--- src/rtl/a_ref_cal_pkg.sv ---
// Shared types and constants for the ring-oscillator reference calibration controller.
// Optional tracking mode in DONE is enabled by defining REF_CAL_TRACK_EN.
package a_ref_cal_pkg;

  localparam int DLY_W = 9;
  localparam int IDX_W = 4;
  localparam logic [DLY_W-1:0] SAR_START = 9'h100;
  localparam logic [DLY_W-1:0] DLY_MAX   = 9'h1FF;
  localparam logic [IDX_W-1:0] IDX_TOP   = 4'd8;

  typedef enum logic [2:0] {
    ST_IDLE,
    ST_SETTLE,
    ST_MEAS,
    ST_CMP,
    ST_DONE
  } state_t;

  // One tracking step on the delay code, clamped at both ends of the range.
  function automatic logic [DLY_W-1:0] sat_step(input logic [DLY_W-1:0] code,
                                                input logic up, input logic dn);
    logic [DLY_W-1:0] res;
    res = code;
    if (up && code != DLY_MAX) res = code + 1'b1;
    else if (dn && code != '0) res = code - 1'b1;
    return res;
  endfunction

endpackage

--- src/rtl/a_ref_cal_cnt.sv ---
// Oscillator edge counter: 2-flop synchronizer, rising-edge detect on the synchronized
// signal, and a saturating counter with synchronous clear and count enable.
module a_ref_cal_cnt #(
  parameter int CNT_W = 16
) (
  input  logic             i_clk,
  input  logic             i_rstn,
  input  logic             i_osc,
  input  logic             i_clr,
  input  logic             i_en,
  output logic [CNT_W-1:0] o_cnt
);

  // osc_sync[1:0] is the synchronizer; osc_sync[2] is the previous synchronized value.
  logic [2:0] osc_sync;
  logic       rise;

  always_ff @(posedge i_clk) begin
    if (!i_rstn) osc_sync <= '0;
    else         osc_sync <= {osc_sync[1:0], i_osc};
  end

  assign rise = osc_sync[1] & ~osc_sync[2];

  always_ff @(posedge i_clk) begin
    if (!i_rstn || i_clr)                o_cnt <= '0;
    else if (i_en && rise && o_cnt != '1) o_cnt <= o_cnt + 1'b1;
  end

endmodule

--- src/rtl/a_ref_cal.sv ---
// SAR calibration of the ring-oscillator delay code against a target edge count per window.
// Define REF_CAL_TRACK_EN to keep re-measuring in DONE and nudge the code by +/-1 per window.
//
//  state  | meaning
//  IDLE   | waiting for i_start after reset
//  SETTLE | ring settling after a code change, edge counter held at 0
//  MEAS   | counting synchronized osc edges for WIN_CYC cycles
//  CMP    | latch count, decide current bit (or track step)
//  DONE   | code valid; static, or tracking when REF_CAL_TRACK_EN
module a_ref_cal
  import a_ref_cal_pkg::*;
#(
  parameter int WIN_CYC    = 1024,
  parameter int SETTLE_CYC = 32,
  parameter int CNT_W      = 16
) (
  input  logic             i_clk,
  input  logic             i_rstn,
  input  logic             i_osc,
  input  logic             i_start,
  input  logic [CNT_W-1:0] i_target,
  output logic [DLY_W-1:0] o_dly_sel,
  output logic             o_mode,
  output logic             o_busy,
  output logic             o_done,
  output logic             o_err,
  output logic [CNT_W-1:0] o_cnt
);

  localparam int TMR_MAX = (WIN_CYC > SETTLE_CYC) ? WIN_CYC : SETTLE_CYC;
  localparam int TMR_W   = $clog2(TMR_MAX) + 1;
  localparam logic [TMR_W-1:0] WIN_LOAD    = TMR_W'(WIN_CYC - 1);
  localparam logic [TMR_W-1:0] SETTLE_LOAD = TMR_W'(SETTLE_CYC - 1);

  state_t           state, state_nxt;
  logic [TMR_W-1:0] timer, timer_nxt;
  logic [IDX_W-1:0] idx, idx_nxt;
  logic [DLY_W-1:0] dly_nxt, sar;
  logic             mode_nxt, busy_nxt, done_nxt, err_nxt;
  logic [CNT_W-1:0] cnt_out_nxt;
  logic             trk, trk_nxt;
  logic             start_ok;
  logic             cnt_clr, cnt_en;
  logic [CNT_W-1:0] cnt;

  a_ref_cal_cnt #(.CNT_W(CNT_W)) u_cnt (
    .i_clk  (i_clk),
    .i_rstn (i_rstn),
    .i_osc  (i_osc),
    .i_clr  (cnt_clr),
    .i_en   (cnt_en),
    .o_cnt  (cnt)
  );

  // While tracking, the FSM loops SETTLE/MEAS/CMP but is logically still in DONE.
  assign start_ok = i_start && (state == ST_IDLE || state == ST_DONE || trk);

  always_comb begin
    state_nxt   = state;
    timer_nxt   = (timer != '0) ? timer - 1'b1 : timer;
    idx_nxt     = idx;
    dly_nxt     = o_dly_sel;
    mode_nxt    = o_mode;
    busy_nxt    = o_busy;
    done_nxt    = o_done;
    err_nxt     = o_err;
    cnt_out_nxt = o_cnt;
    trk_nxt     = trk;
    cnt_clr     = 1'b0;
    cnt_en      = 1'b0;
    sar         = o_dly_sel;

    case (state)
      ST_SETTLE: begin
        cnt_clr = 1'b1;
        if (timer == '0) begin
          state_nxt = ST_MEAS;
          timer_nxt = WIN_LOAD;
        end
      end
      ST_MEAS: begin
        cnt_en = 1'b1;
        if (timer == '0) state_nxt = ST_CMP;
      end
      ST_CMP: begin
        cnt_out_nxt = cnt;
        if (trk) begin
`ifdef REF_CAL_TRACK_EN
          dly_nxt = sat_step(o_dly_sel, cnt > i_target, cnt < i_target);
          err_nxt = (dly_nxt == DLY_MAX);
`endif
          state_nxt = ST_SETTLE;
          timer_nxt = SETTLE_LOAD;
        end else begin
          // count > target: ring too fast at this code, keep the bit
          if (!(cnt > i_target)) sar[idx] = 1'b0;
          if (idx != '0) begin
            sar[idx - 1'b1] = 1'b1;
            idx_nxt   = idx - 1'b1;
            state_nxt = ST_SETTLE;
            timer_nxt = SETTLE_LOAD;
          end else begin
            state_nxt = ST_DONE;
            busy_nxt  = 1'b0;
            done_nxt  = 1'b1;
            err_nxt   = (sar == DLY_MAX);
          end
          dly_nxt = sar;
        end
      end
      ST_DONE: begin
`ifdef REF_CAL_TRACK_EN
        trk_nxt   = 1'b1;
        state_nxt = ST_SETTLE;
        timer_nxt = SETTLE_LOAD;
`endif
      end
      default: ;
    endcase

    if (start_ok) begin
      state_nxt = ST_SETTLE;
      timer_nxt = SETTLE_LOAD;
      idx_nxt   = IDX_TOP;
      dly_nxt   = SAR_START;
      mode_nxt  = 1'b1;
      busy_nxt  = 1'b1;
      done_nxt  = 1'b0;
      err_nxt   = 1'b0;
      trk_nxt   = 1'b0;
    end
  end

  always_ff @(posedge i_clk) begin
    if (!i_rstn) begin
      state     <= ST_IDLE;
      timer     <= '0;
      idx       <= '0;
      o_dly_sel <= '0;
      o_mode    <= 1'b0;
      o_busy    <= 1'b0;
      o_done    <= 1'b0;
      o_err     <= 1'b0;
      o_cnt     <= '0;
      trk       <= 1'b0;
    end else begin
      state     <= state_nxt;
      timer     <= timer_nxt;
      idx       <= idx_nxt;
      o_dly_sel <= dly_nxt;
      o_mode    <= mode_nxt;
      o_busy    <= busy_nxt;
      o_done    <= done_nxt;
      o_err     <= err_nxt;
      o_cnt     <= cnt_out_nxt;
      trk       <= trk_nxt;
    end
  end

endmodule

--- config.mk ---
export PLATFORM = sky130hd
export DESIGN_NAME = a_ref_cal
export DESIGN_NICKNAME = d
export VERILOG_FILES = /design/src/rtl/a_ref_cal_pkg.sv /design/src/rtl/a_ref_cal_cnt.sv /design/src/rtl/a_ref_cal.sv
export SDC_FILE = /design/constraint.sdc
export NUM_CORES = 1
export LEC_CHECK = 0
export ABC_AREA = 0
export CAP_MARGIN = 20
export CORE_MARGIN = 10
export CORE_UTILIZATION = 58
export CTS_BUF_LIST = sky130_fd_sc_hd__clkbuf_2 sky130_fd_sc_hd__clkbuf_4 sky130_fd_sc_hd__clkbuf_8
export CTS_CLUSTER_SIZE = 24
export DETAILED_ROUTE_END_ITERATION = 8
export GPL_TIMING_DRIVEN = 0
export MAX_ROUTING_LAYER = met4
export PLACE_DENSITY = 0.84
export SYNTH_ARGS = -nofsm -noshare
export SYNTH_HDL_FRONTEND = slang
export SYNTH_SLANG_ARGS = --single-unit
--- constraint.sdc ---
create_clock -name i_clk -period 3.29 [get_ports i_clk]
set_input_delay 0.658 -clock i_clk [delete_from_list [all_inputs] [get_ports i_clk]]
set_output_delay 0.658 -clock i_clk [all_outputs]
set_load 0.05 [all_outputs]
# [After elaboration in Yosys (flattened, before gate mapping)]
# Cells that the tools add are included.
[classes] add_sub_neg=3 magnitude_cmp=5 n_eq_ne=11 muxes=27 bitwise_logic=7 n_reduce_logical=23
[op_table] op="two-way mux 9 bit" n=5
[op_table] op="two-way mux 11 bit" n=3
[op_table] op="one-hot mux 11 bit (2 select lines)" n=1
[op_table] op="adder 16 x 1 -> 16 bit, second input constant" n=1
[op_table] op="greater-than comparator 16 bit" n=1
[op_table] op="!= test 16 bit, second input constant" n=1
[op_table] op="two-way mux 4 bit" n=3
[op_table] op="zero test 11 bit" n=1
[op_table] op="nonzero test 11 bit" n=1
[op_table] op="subtractor 11 x 1 -> 11 bit, second input constant" n=1
[op_table] op="less-than comparator 4 x 5 -> 1 bit, second input constant" n=2
[op_table] op="AND 9 bit" n=1
[op_table] op="equality test 9 bit, second input constant" n=1
[op_table] op="two-way mux 3 bit" n=3
[op_table] op="NOT 9 bit" n=1
[op_table] op="bitwise OR 9 bit" n=1
[op_table] op="one-hot mux 3 bit (3 select lines)" n=1
[op_table] op="demux 1 bit (select 4 bit)" n=2
[op_table] op=">= comparator 4 x 1 -> 1 bit, second input constant" n=2
[op_table] op="two-way mux 1 bit" n=8
[op_table] op="AND reduction 2 bit" n=4
[op_table] op="nonzero test 4 bit" n=2
[op_table] op="equality test 3 x 2 -> 1 bit, second input constant" n=2
[op_table] op="!= test 2 bit, second input constant" n=3
[op_table] op="15 further kinds" n=25
[word_totals] reg_bits=66 input_bits=20 output_inout_bits=29

# [Depth between registers and ports, before layout]
[depth] depth_word=12 mapped_depth=9 mapped_depth_nobuf=9

# [By module]
# Synthesis repeated with hierarchy kept, for this count alone.
[unflattened] hier_cells=426 hier_area_um2=3538.4
[by_module_without_submodules] mod="a_ref_cal" instances=1 cells_each=320 area_each_um2=2618.8 seq_area_each_um2=940.9
[by_module_without_submodules] mod="a_ref_cal_cnt" instances=1 cells_each=106 area_each_um2=919.6 seq_area_each_um2=380.4

# [Worst setup path after synthesis]
# No wires, ideal clock.
[synth_timing] path_kind="input -> register" from="input i_target[15]" to="register o_dly_sel[3]" setup_ns=0.146 arrival_time_ns=2.215 path_slack_ns=0.930 path_stages=6 cell_sequence="inv_1 -> ha_1 -> nand4_1 -> or4_1 -> o21ai_1 -> a41oi_1"
[synth_via] elab_chain_len=5
[synth_lines] item="from (decl)" line="a_ref_cal.sv:21" source="input logic [CNT_W-1:0] i_target,"
[synth_lines] item="greater-than comparator 16 bit (*)" line="a_ref_cal.sv:96" source="if (!(cnt > i_target)) sar[idx] = 1'b0;"
[synth_lines] item="two-way mux 9 bit (*)" line="a_ref_cal.sv:96"
[synth_lines] item="two-way mux 9 bit (*)" line="a_ref_cal.sv:73" source="case (state)"
[synth_lines] item="bitwise OR 9 bit (no line)"
[synth_lines] item="two-way mux 9 bit (*)" line="a_ref_cal.sv:97" source="if (idx != '0) begin"
[synth_lines] item="to (signal assigned)" line="a_ref_cal.sv:150" source="o_dly_sel <= dly_nxt;"
[synth_lines] item="to (decl)" line="a_ref_cal.sv:22" source="output logic [DLY_W-1:0] o_dly_sel,"
# Mark *: on every way between the ends. The rest lies on a longest branch, timed or not. The select of a mux whose other input is x is not followed.
# A chain may end at the register's enable or synchronous reset.

# [Worst setup path after layout]
[layout_timing] from="input i_target[15]" to="register o_dly_sel[7]"
# Same word-level chain as after synthesis.

==> summary.txt <==
Layout
  • Non-filler cells, final: 542
  • Nets: 510
  • Final instance area: 0.00411 mm²
  • Area Overhead vs Synth: 22.5%
  • N_diodes: 0
  • Share of post-route cells with drive strength above 1: 0.0617

Logic synthesis
  • Area contributors post-synth: dfxtp_1 39%, ha_1 9.3%, nand2_1 6.5%, nor2_1 5.1%, xor2_1 4.4%
  • Area leader, netlist: dfxtp_1
  • Main synth FF type: dfxtp_1
  • Mapped cell area: 0.00336 mm²
  • Post-Synth Adder-Cell Area: 0.0932
  • Avg Cell Area, Syn: 8.29 µm²
  • Sequential-to-total area share from yosys stat: 0.394
  • Synth Register Bits: 66
  • Post-synth top area share: 0.394
  • Synth Area in Compound Gates: 0.149
  • EDFF count, synth: 0
  • Yosys warnings: 0
  • Ys async rst share: 0
  • Synth Area in Simple Gates: 0.255
  • Commonest cells post-synth: 66 x dfxtp_1, 58 x nand2_1, 46 x nor2_1, 27 x a21oi_1, 25 x ha_1
  • Largest family of logic cells by synthesized area: simple AND/OR/NAND/NOR gates
  • Mux contribution to synthesized area: 0.00298
  • Post-synth cell types: 49
  • XOR/XNOR share of the synthesized area: 0.0652
  • Syn Inst Count: 405
  • Most frequent cell after synthesis: dfxtp_1
  • Syn_nets: 450

Clock tree
  • Clock sinks: 66
  • CTS H-tree depth: 3
  • Post-CTS Resized: 0
  • Root buffer cell: clkbuf_8
  • Clock Latency Late Sink: 350 ps
  • Post-CTS Hold Buffers: 0
  • Total CTS buffers: 9
  • CTS tree: built
  • Post-CTS Setup Repair Bufs: 0
  • Max Buffers Root-to-Sink: 2
  • Clk pin slew, worst setup/hold paths: 70 ps

Worst setup path
  • Startpoint Class: primary input
  • CP Max Fanout: 10
  • Worst path buffer plus inverter count: 2
  • Slowest cell on crit path: o21ai_1
  • Cell Chain, Critical Path: clkdlybuf4s50_1 > inv_1 > ha_1 > nand4_1 > or4_1 > o21ai_1 > a31oi_1
  • Worst Path Class, Setup: in -> reg
  • CP required: 3480 ps
  • Critical Path AT: 3120 ps
  • CP Capture Type: register
  • Worst path top cell family by delay: compound AO/OA/AOI/OAI gates
  • Slowest stage delay, CP: 680 ps

STA
  • Setup Viol. Count Final: 0
  • Tmin final: 2920 ps
  • Final Cycle Share: 0.889
  • Hold Vio Cnt, Final: 0
  • Worst relative slew slack: 0.454
  • Fmax: 0.342 GHz
  • Skew final: 4.23 ps
  • Unrepaired setup endpoints after global routing: no
  • Max Slew Vio Count: 0
  • Worst Tran Pin Value: 814 ps
  • Setup Total Neg Slack: 0 ps
  • Final WS setup: 366 ps

Placed design
  • Placer Congestion: 0.867
  • HPWL after DPL: 5980 µm
  • Post-placement cell area: 0.00393 mm²
  • Pre-CTS setup slack: 21.4 ps
  • Placed insts: 525
  • Port Buf Inserts: 48

Power
  • Sw Ratio: 0.293
  • Pwr dens: 457 mW/mm²
  • Gate power share: 0.203
  • Sequential Power Share: 0.467
  • Peak VDD IR: 320 µV
  • Cell internal pwr: 1330 µW
  • LEAKAGE: 0.00162 µW
  • Clock share of power: 0.330
  • Net Switching: 550 µW

Route
  • Post-route ant nets: 0
  • First drt pass iteration count: 4
  • DR vias: 2997
  • WL per Instance: 15.0 µm
  • Via density: 5.53
  • Initial DRC count: 184
  • # DRC: 0
  • Routed wire length: 8150 µm

Global route
  • Aggregate global routing overflow: 0
  • Number of global-route vias before repair: 2989
  • Largest net degree at the start of global routing: 12
  • Initial antenna violation count: 0
  • GRT Total Usage: 0.195
  • First-pass GRT wire length: 13900 µm

Floorplanning
  • # rows: 27
  • Die W: 96.1 µm
  • I/O pin count: 49
  • DIE HEIGHT: 96.1 µm
  • Starting Density: 0.602
  • Die footprint: 0.00923 mm²
  • Core area: 0.00557 mm²

Worst hold path
  • Worst Hold Class: reg -> reg

Run
  • Max-cap viol count: 0

Run status
  • Status: completed
sequential cells by signal, summed over array words and instances, names as in the netlist:
signal and count:
idx 4, o_busy 1, o_cnt 16, o_dly_sel 9
o_done 1, o_err 1, o_mode 1, state 3
timer 11, u_cnt.o_cnt 16, u_cnt.osc_sync 3
per-stage QoR:
step           hold slack (ps)  utilization  power (µW)
3_5_place_dp               424        0.705        1270
2_1_floorplan              412            -        1180
3_3_place_gp               415        0.705        1260
4_1_cts                    461        0.737        1890
5_1_grt                    480        0.738        1960
6_report                   457        0.738        1880
layout make-up:
type | instances | area, µm²
clock buffer | 11 | 151
tap | 72 | 90.1
sequential | 66 | 1320
timing repair buffer | 49 | 485
multi-input combinational | 302 | 1900
inverter | 24 | 90.1
buffer | 13 | 48.8
fill | 426 | 1460
clock inverter | 5 | 28.8
tightest hold or removal path: stages, from the launching register on:
cell and delay [ps]:
dfxtp_1 310, nand3_1 60, o21ai_1 50
final timing paths:
check | to | slack, ps | from | cells after the start
max | o_dly_sel[7] | 370 | i_target[15] | 7
min | o_err | 460 | o_err | 2
max reg2reg | o_dly_sel[7] | 780 | u_cnt.o_cnt[15] | 5
min reg2reg | o_err | 460 | o_err | 2
layer usage:
metal	global-route usage	part of all wire	up-vias
met5	-	0	-
met4	0.0774	0.016	0
met3	0.0459	0.047	13
met2	0.312	0.48	64
met1	0.230	0.46	1421
li1	-	-	1499
layout by cell type, fill, tap and decap left out, drive strengths merged, types with 2 or more instances in the layout:
master / count
nand2b: 4
nor2b: 3
dfxtp: 66
nor2: 46
a21oi: 27
and2: 6
xnor2: 8
o31ai: 2
a211oi: 5
nand3b: 3
nand2: 58
clkbuf: 25
a31oi: 2
or4: 2
nand3: 14
nand4: 9
a21boi: 20
inv: 24
clkdlybuf4s50: 48
o31a: 2
clkinv: 5
and3: 5
o21ai: 12
ha: 25
or3: 2
xor2: 17
or2: 2
nor4b: 2
nor3: 12
cells by family (layout without fill, tap and decap cells):
kind of cell | count (synthesis) | count (layout)
AOI/OAI and AO/OA | 78 | 78
xor gates and xnor gates | 25 | 25
adders and majority gates | 25 | 25
buffers and inverters | 37 | 102
DFF | 66 | 66
muxes | 1 | 1
and+or+nand+nor | 173 | 173
power groups by stage:
stage / Sequential (µW) / Clock [µW] / Combinational (µW)
final: 878 / 620 / 381
after global placement: 894 / 0 / 363
after detailed placement: 896 / 0 / 377
after CTS: 878 / 628 / 382
after global routing: 883 / 653 / 426
after floorplan: 902 / 0 / 278
No activity file was read; power rests on OpenSTA's default activity.
